===== src/rtl/msg_seq_pkg.sv =====
// Shared state encoding and default sizes for the message transmit sequencer.
// No logic here, so there is no latency.
// No handshakes here, so there is no backpressure.
package msg_seq_pkg;

    localparam int DEF_DATA_W    = 8;
    localparam int DEF_MSG_DEPTH = 16;

    typedef enum logic [2:0] {
        IDLE     = 3'd0,
        LOAD     = 3'd1,
        SEND     = 3'd2,
        HOLD     = 3'd3,
        WAIT_RDY = 3'd4,
        GAP      = 3'd5
    } seq_state_t;

endpackage


===== src/rtl/msg_seq_ram.sv =====
// Message character store: one write port and one registered read port, contents not reset.
// Read latency is 1 cycle: rd_data reflects rd_addr as presented at the previous edge.
// No backpressure: every write is accepted; gating writes is the caller's job.
module msg_seq_ram
    import msg_seq_pkg::*;
#(
    parameter int DATA_W = DEF_DATA_W,
    parameter int DEPTH  = DEF_MSG_DEPTH,
    localparam int AW    = $clog2(DEPTH)
) (
    input  logic              CLK,
    input  logic              wr_en,
    input  logic [AW-1:0]     wr_addr,
    input  logic [DATA_W-1:0] wr_data,
    input  logic [AW-1:0]     rd_addr,
    output logic [DATA_W-1:0] rd_data
);

    logic [DATA_W-1:0] mem [DEPTH];

    always_ff @(posedge CLK) begin
        if (wr_en) begin
            mem[wr_addr] <= wr_data;
        end
        rd_data <= mem[rd_addr];
    end

endmodule


===== src/rtl/msg_tx_sequencer.sv =====
// Streams a RAM-held string into the UART controller, one character per send/ready handshake.
// Latency: start sampled at edge 1 gives a send pulse after edge 4; each character takes at least 4 cycles.
// Backpressure: waits in LOAD/WAIT_RDY on tx_ready_i; define MSG_SEQ_REPEAT_EN for repeat_i and the GAP loop.
module msg_tx_sequencer
    import msg_seq_pkg::*;
#(
    parameter int DATA_W     = DEF_DATA_W,
    parameter int MSG_DEPTH  = DEF_MSG_DEPTH,
`ifdef MSG_SEQ_REPEAT_EN
    parameter int GAP_CYCLES = 1000,
`endif
    localparam int IDX_W     = $clog2(MSG_DEPTH)
) (
    input  logic              CLK,
    input  logic              RST_N,
    input  logic              start_i,
    input  logic [IDX_W:0]    msg_len_i,
    input  logic              wr_en_i,
    input  logic [IDX_W-1:0]  wr_addr_i,
    input  logic [DATA_W-1:0] wr_data_i,
    input  logic              tx_ready_i,
`ifdef MSG_SEQ_REPEAT_EN
    input  logic              repeat_i,
`endif
    output logic              tx_send_o,
    output logic [DATA_W-1:0] tx_data_o,
    output logic              busy_o,
    output logic              done_o
);

    typedef logic [IDX_W:0] cnt_t;
    localparam cnt_t DEPTH_V = cnt_t'(MSG_DEPTH);

    logic              sync1, sync2, sync3;
    logic              start_rise;
    seq_state_t        state;
    cnt_t              idx;
    cnt_t              len;
    logic [IDX_W-1:0]  rd_addr;
    logic [DATA_W-1:0] rd_data;

`ifdef MSG_SEQ_REPEAT_EN
    localparam int GAP_W = $clog2(GAP_CYCLES + 1);
    logic [GAP_W-1:0] gap_cnt;
`endif

    always_ff @(posedge CLK or negedge RST_N) begin
        if (!RST_N) begin
            sync1 <= 1'b0;
            sync2 <= 1'b0;
            sync3 <= 1'b0;
        end else begin
            sync1 <= start_i;
            sync2 <= sync1;
            sync3 <= sync2;
        end
    end

    assign start_rise = sync2 & ~sync3;

    // Address the index the FSM will hold after the coming edge, so the
    // registered read data is already valid in the first LOAD cycle.
    always_comb begin
        rd_addr = '0;
        case (state)
            SEND:                 rd_addr = idx[IDX_W-1:0] + 1'b1;
            LOAD, HOLD, WAIT_RDY: rd_addr = idx[IDX_W-1:0];
            default:              rd_addr = '0;
        endcase
    end

    msg_seq_ram #(
        .DATA_W (DATA_W),
        .DEPTH  (MSG_DEPTH)
    ) u_ram (
        .CLK     (CLK),
        .wr_en   (wr_en_i & ~busy_o),
        .wr_addr (wr_addr_i),
        .wr_data (wr_data_i),
        .rd_addr (rd_addr),
        .rd_data (rd_data)
    );

    always_ff @(posedge CLK or negedge RST_N) begin
        if (!RST_N) begin
            state     <= IDLE;
            idx       <= '0;
            len       <= '0;
            busy_o    <= 1'b0;
            done_o    <= 1'b0;
            tx_send_o <= 1'b0;
            tx_data_o <= '0;
`ifdef MSG_SEQ_REPEAT_EN
            gap_cnt   <= '0;
`endif
        end else begin
            tx_send_o <= 1'b0;
            done_o    <= 1'b0;
            case (state)
                IDLE: begin
                    // An edge coinciding with the previous pass's done pulse is dropped.
                    if (start_rise && !done_o) begin
                        if (msg_len_i == '0) begin
                            done_o <= 1'b1;
                        end else begin
                            len    <= (msg_len_i > DEPTH_V) ? DEPTH_V : msg_len_i;
                            idx    <= '0;
                            busy_o <= 1'b1;
                            state  <= LOAD;
                        end
                    end
                end
                LOAD: begin
                    if (tx_ready_i) begin
                        tx_data_o <= rd_data;
                        tx_send_o <= 1'b1;
                        state     <= SEND;
                    end
                end
                SEND: begin
                    idx   <= idx + 1'b1;
                    state <= HOLD;
                end
                HOLD: begin
                    state <= WAIT_RDY;
                end
                WAIT_RDY: begin
                    if (tx_ready_i) begin
                        if (idx < len) begin
                            state <= LOAD;
                        end else begin
                            done_o <= 1'b1;
`ifdef MSG_SEQ_REPEAT_EN
                            if (repeat_i) begin
                                gap_cnt <= '0;
                                state   <= GAP;
                            end else begin
                                busy_o <= 1'b0;
                                state  <= IDLE;
                            end
`else
                            busy_o <= 1'b0;
                            state  <= IDLE;
`endif
                        end
                    end
                end
`ifdef MSG_SEQ_REPEAT_EN
                GAP: begin
                    if (gap_cnt == GAP_W'(GAP_CYCLES - 1)) begin
                        idx   <= '0;
                        state <= LOAD;
                    end else begin
                        gap_cnt <= gap_cnt + 1'b1;
                    end
                end
`endif
                default: begin
                    busy_o <= 1'b0;
                    state  <= IDLE;
                end
            endcase
        end
    end

endmodule

===== config.mk =====
export PLATFORM = sky130hd
export DESIGN_NAME = msg_tx_sequencer
export DESIGN_NICKNAME = d
export VERILOG_FILES = /design/src/rtl/msg_seq_pkg.sv /design/src/rtl/msg_seq_ram.sv /design/src/rtl/msg_tx_sequencer.sv
export SDC_FILE = /design/constraint.sdc
export NUM_CORES = 1
export LEC_CHECK = 0
export CAP_MARGIN = 20
export CORE_ASPECT_RATIO = 0.6
export CORE_MARGIN = 1
export CORE_UTILIZATION = 49
export CTS_CLUSTER_SIZE = 8
export DETAILED_ROUTE_END_ITERATION = 12
export GPL_ROUTABILITY_DRIVEN = 1
export GPL_TIMING_DRIVEN = 0
export PLACE_DENSITY = 0.67
export SLEW_MARGIN = 30
export SYNTH_ARGS = -nofsm -noshare
export SYNTH_HDL_FRONTEND = slang
export SYNTH_HIERARCHICAL = 1
export SYNTH_SLANG_ARGS = --single-unit

===== constraint.sdc =====
create_clock -name CLK -period 5.4 [get_ports CLK]
set_input_delay 1.08 -clock CLK [delete_from_list [all_inputs] [get_ports CLK]]
set_output_delay 1.08 -clock CLK [all_outputs]
set_load 0.02 [all_outputs]

Yosys cells after proc, flatten, opt, wreduce, memory -nomap -nowiden. Memories as Yosys holds them, arrays and structs flattened. A register that Yosys moved wholly into a read port is not among the register bits. Index checks and enable logic that the tools add are counted. Widths: inputs -> output; s select.

Bits in writable memories: 128. Logic and storage cells: 67. Flip-flop bits (word level): 27. Memories: 1. Output and inout port bits: 11.

Bitwise logic cells: 6. Add/subtract/negate cells: 2. Eq/ne operators: 9. Magnitude comparators: 2. Reductions and logical operators: 12. Multiplexer cells: 25.

Memory list: u_ram.mem (depth 16, width 8, read ports 1, clocked after memory_dff 1, wr ports 1, line msg_seq_ram.sv:19) `logic [DATA_W-1:0] mem [DEPTH];`.

Operators by type and width (count): $mux 5 (3); $pmux 3 s5 (1); $mux 1 (13); $mux 3 (4); $ne 2x2->1 const B (5); $pmux 5 s2 (1); $pmux 4 s2 (1); $eq 3x2->1 const B (2); $reduce_and 3->1 (2); $reduce_or 3->1 (2); $add 5x1->5 const B (1); $gt 5x5->1 const B (1); $logic_not 5->1 (1); $lt 5x5->1 (1); $reduce_and 5->1 (1); $add 4x1->4 const B (1); $not 1->1 (4); $reduce_and 4->1 (1); $eq 3x1->1 const B (1); $eq 3x3->1 const B (1); $logic_not 3->1 (1); $pmux 1 s3 (1); $and 1x1->1 (2); $pmux 1 s2 (1); other kinds (4) (4).

Longest topological paths before layout.
Depth after elaboration: 5. Gate-level depth with buffers: 10. Mapped depth without buffers: 7.

Cells and area by module. The synthesis kept the hierarchy.

Modules (own cells, without submodules): msg_seq_ram (sequential area each 4003.8 um2, cells an instance 229, area each 5147.4 um2, instances 1); msg_tx_sequencer (sequential area each 675.6 um2, cells an instance 129, area each 1365.1 um2, instances 1).

Worst setup path before layout. No wires, ideal clock.

Path type: in2reg. Start: input port wr_en_i. End: memory u_ram/mem[0][0] (netlist bit), enable pin. Path buffers: 0. Slack: 2.629 ns. Cell stages on the path: 3. Required time: 5.017 ns. Arrival time: 2.387 ns. Cell sequence: nor2b_1 -> or3b_2 -> nor3_1.

Word-level cells in the longest chain between the ends: 3.

RTL lines: from (decl) (line msg_tx_sequencer.sv:18) `input logic wr_en_i,`; $and 1x1->1 (line msg_tx_sequencer.sv:77) `.wr_en (wr_en_i & ~busy_o),`; $mux 1 (line msg_seq_ram.sv:22) `if (wr_en) begin`; $mux 1 (not written as such) (line msg_seq_ram.sv:23) `mem[wr_addr] <= wr_data;`; to (decl) (line msg_seq_ram.sv:19).

No other way between the ends.

Final worst setup path.
Start: register state[0]. End: register u_ram.rd_data[3] (read register of u_ram.mem).

Word-level cells in the longest chain between the ends: 3. Elaborated cells on any way between the ends: 6.

RTL lines: from (decl) (line msg_tx_sequencer.sv:36) `seq_state_t state;`; from (signal assigned) (line msg_tx_sequencer.sv:86) `state <= IDLE;`; from (signal assigned) (line msg_tx_sequencer.sv:109) `state <= LOAD;`; from (signal assigned) (line msg_tx_sequencer.sv:117) `state <= SEND;`; $eq 3x1->1 (tied with other cells) (line msg_tx_sequencer.sv:65) `case (state)`; $reduce_or 3->1 (line msg_tx_sequencer.sv:65); $pmux 4 s2 (*) (line msg_tx_sequencer.sv:65); via rd_addr[0] (line msg_tx_sequencer.sv:39) `logic [IDX_W-1:0] rd_addr;`; to (decl) (line msg_seq_ram.sv:16) `output logic [DATA_W-1:0] rd_data`.

The timed path passes the listed nets; every way through them passes the cells marked *. A chain may end at the register's enable or synchronous reset.

==> run metrics <==
Total Power 3924 uW; largest fanout on the critical path 10; number of enable flip-flop cells after synthesis 128; least setup slack across all paths after layout between 2 and 2.5 ns; antenna fix cells 0; relative slew slack 0.4217; top library cells by usage in the layout, fill and taps aside edfxtp_1, clkdlybuf4s50_1, dfrtp_1; Worst path top cell family by delay simple AND/OR/NAND/NOR gates; DIE WIDTH 150.8 um; Critical Path Source Type flip-flop; total wire length after detailed routing around 13000 um; part of the Yosys area used for sequential elements 0.7185; main combinational cell family by area after synthesis multiplexers; weighted congestion reported at the end of routability-driven placement 0.8317; filler instances 932; post-synthesis share of cell area spent on and, or, nand and nor gates 0.06494; H-Tree Level Count 4; Placement Cell Area a little over 7000 um2; detailed-route DRC error count 0; final number of max-transition violations 0; Worst-Margin Slew 0.8642 ns; count of nets left with antenna violations after detail routing 0; length of the first detailed-routing pass in iterations 5; cells resized by post-CTS repair 0; Min-Delay Path Class reg -> reg; Most common cell on crit path nand2_1; pre-CTS setup slack slightly below 2 ns; area of the die around 14000 um2; max-capacitance violation count 0; top-area cell type share of the netlist area 0.5902; netlist area before placement between 6000 and 7000 um2; CTS sink cnt approximately 160; Final TNS setup 0 ns; count of state elements after synthesis around 160; buffer cell driving the clock tree root clkbuf_16; quantity of hold-fixing buffers added after cts 0; cells traversed along the worst timing path clkbuf_1 > nor3b_1 > nand2_1 > nand2_1 > buf_6 > buf_6 > mux4_1 > a22oi_1 > nand2_1; Pwr Density 511.1 nW/um2; number of buffers and inverters on the critical path 3; number of I/O pins 33; post-layout util 0.5956; Area growth, synth to finish 17.91%; post-synthesis net count between 300 and 400; highest ir drop seen on vdd 284.1 uV; critical-path cell with the highest stage delay nor3b_1; fraction of the mapped netlist area in compound gates 0.04918; pin count of the biggest net entering global routing 28; via-per-instance ratio about 5.7; maximum clock frequency roughly 310 MHz; Final setup violation count 0; number of rows in the core area 32; final worst path period share 0.5959; hold violation total from the final report 0; critical path start-end classification reg -> reg; Clock Skew 0.01180 ns; grt total ovfl 0; Synth async-reset ratio 0.1656; post-detailed-route wirelength per cell approximately 22 um; routed vias ~3400; number of buffers added for setup after CTS 0; result of the run finished clean; die height just over 90 um; CTS tree built; clock slew at the register clock pins of the worst setup and hold paths 0.06 ns; adder and majority gate portion of the synthesized area 0.009606; Bufs on Longest Clock Path 2; most common library cell in the layout ignoring fill and taps edfxtp_1; starting density of the core 0.5051; via count of the first global-routing pass 3412; global router's overall resource usage 0.2128; slowest stage delay, CP between 0.6 and 0.7 ns; Syn Inst Count about 360; leakage power between 0.002 and 0.003 uW; cell types with the largest area share after synthesis edfxtp_1, dfrtp_1, mux4_2; mux cell area share after synthesis 0.1360; dpl hpwl 8739 um; number of input and output port buffers inserted 32; antenna violations before repair 0; yosys synthesis warning count 6; final net count approximately 440; layout cells sized above 1 0.2038; largest area contributor in the netlist edfxtp_1; required time at the worst-slack endpoint ~5.7 ns; post-route cell area roughly 7700 um2; prevailing post-synth register cell edfxtp_1; first-pass GRT wire length a little over 20000 um; Clk Latency, worst-skew pair about 0.42 ns; crit path time final ~3.2 ns; worst endpoint data arrival time 3.50 ns; Inserted Clock Buffers 17; area inside the core boundary ~13000 um2; Worst setup EP type flip-flop; unique cell type count in the Yosys netlist between 40 and 50; Post-Synthesis Mean Instance Area about 18 um2; number of design-rule violations left by the first detailed-router iteration approximately 310; parity-gate share of the synthesized area counting xor and xnor cells 0.001345; RSZ-0062 raised after global routing no
## area by class of cell
class | count | area [um2] | area share
clock buffer | 23 | 541.8 | 0.07056
clock inverter | 9 | 76.32 | 0.009940
buffer | 15 | 113.9 | 0.01483
sequential | 163 | 4679 | 0.6094
timing repair buffer | 32 | 315.3 | 0.04106
tap | 170 | 212.7 | 0.02770
multi-input combinational | 175 | 1720 | 0.2241
inverter | 5 | 18.77 | 0.002444
## path summary, 6_finish.rpt
check,slack (ns),startpoint,cells after the start,endpoint
setup / recovery,2.18,state[0],9,u_ram/rd_data[3]
hold / removal,0.35,sync1,0,sync2
setup reg to reg,2.18,state[0],9,u_ram/rd_data[3]
hold reg to reg,0.35,sync1,0,sync2
max in group asynchronous,4.31,RST_N,1,len[0]
min in group asynchronous,0.67,RST_N,1,tx_data_o[7]
## layer usage
metal  global-route usage  vias up  part of all wire
met5                    0        -                 0
li1                     -     1544                 -
met4              0.06250        0            0.0057
met3              0.05578        6             0.091
met2               0.2909      106              0.44
met1               0.3330     1736              0.47
## metrics by stage
stage	hold slack, ns	cells
after CTS	0.3548	592
final	0.3537	592
after global routing	0.3664	592
after detailed placement	0.3396	560
after global placement	0.3388	560
after floorplan	0.3312	358
## cells by family after synthesis
logic type / Yosys count
flops: 163
simple gates: 82
compound gates: 45
mux: 42
buf+inv: 20
fa+ha+maj: 5
xor+xnor: 1
## synthesized netlist by cell type, drive strengths merged (2+ instances only)
master         count
clkdlybuf4s25      3
nand3              3
a22oi             18
dfrtp             27
nor3b              2
nor2b              5
nand2             25
o21ai             14
mux4              32
nand4              2
mux2              10
a21oi              4
ha                 5
nand2b             5
nor2              22
inv                5
buf                9
nand3b             3
and2               4
edfxtp           128
clkbuf             3
nor3               5
or3b               2
dfxtp              8
a31oi              2
## sequential cells by signal, indices dropped and copies added, names as in the netlist
signal,cells
state,3
tx_data_o,8
len,5
u_ram/mem,128
tx_send_o,1
u_ram/rd_data,8
idx,5
busy_o,1
sync3,1
sync2,1
sync1,1
done_o,1
## worst reg2reg max path, stage by stage, from the launching register on
cell and delay (ns):
dfrtp_1 0.41, clkbuf_1 0.24, nor3b_1 0.61, nand2_1 0.18
nand2_1 0.13, buf_6 0.13, buf_6 0.19, mux4_1 0.57
a22oi_1 0.51, nand2_1 0.13
## power by group
part / total [uW] / switching, uW / internal [uW]
Sequential: 1550 / 62.5 / 1490
Combinational: 1170 / 635 / 535
Clock: 1210 / 487 / 719
(Power assumes the default switching activity.)
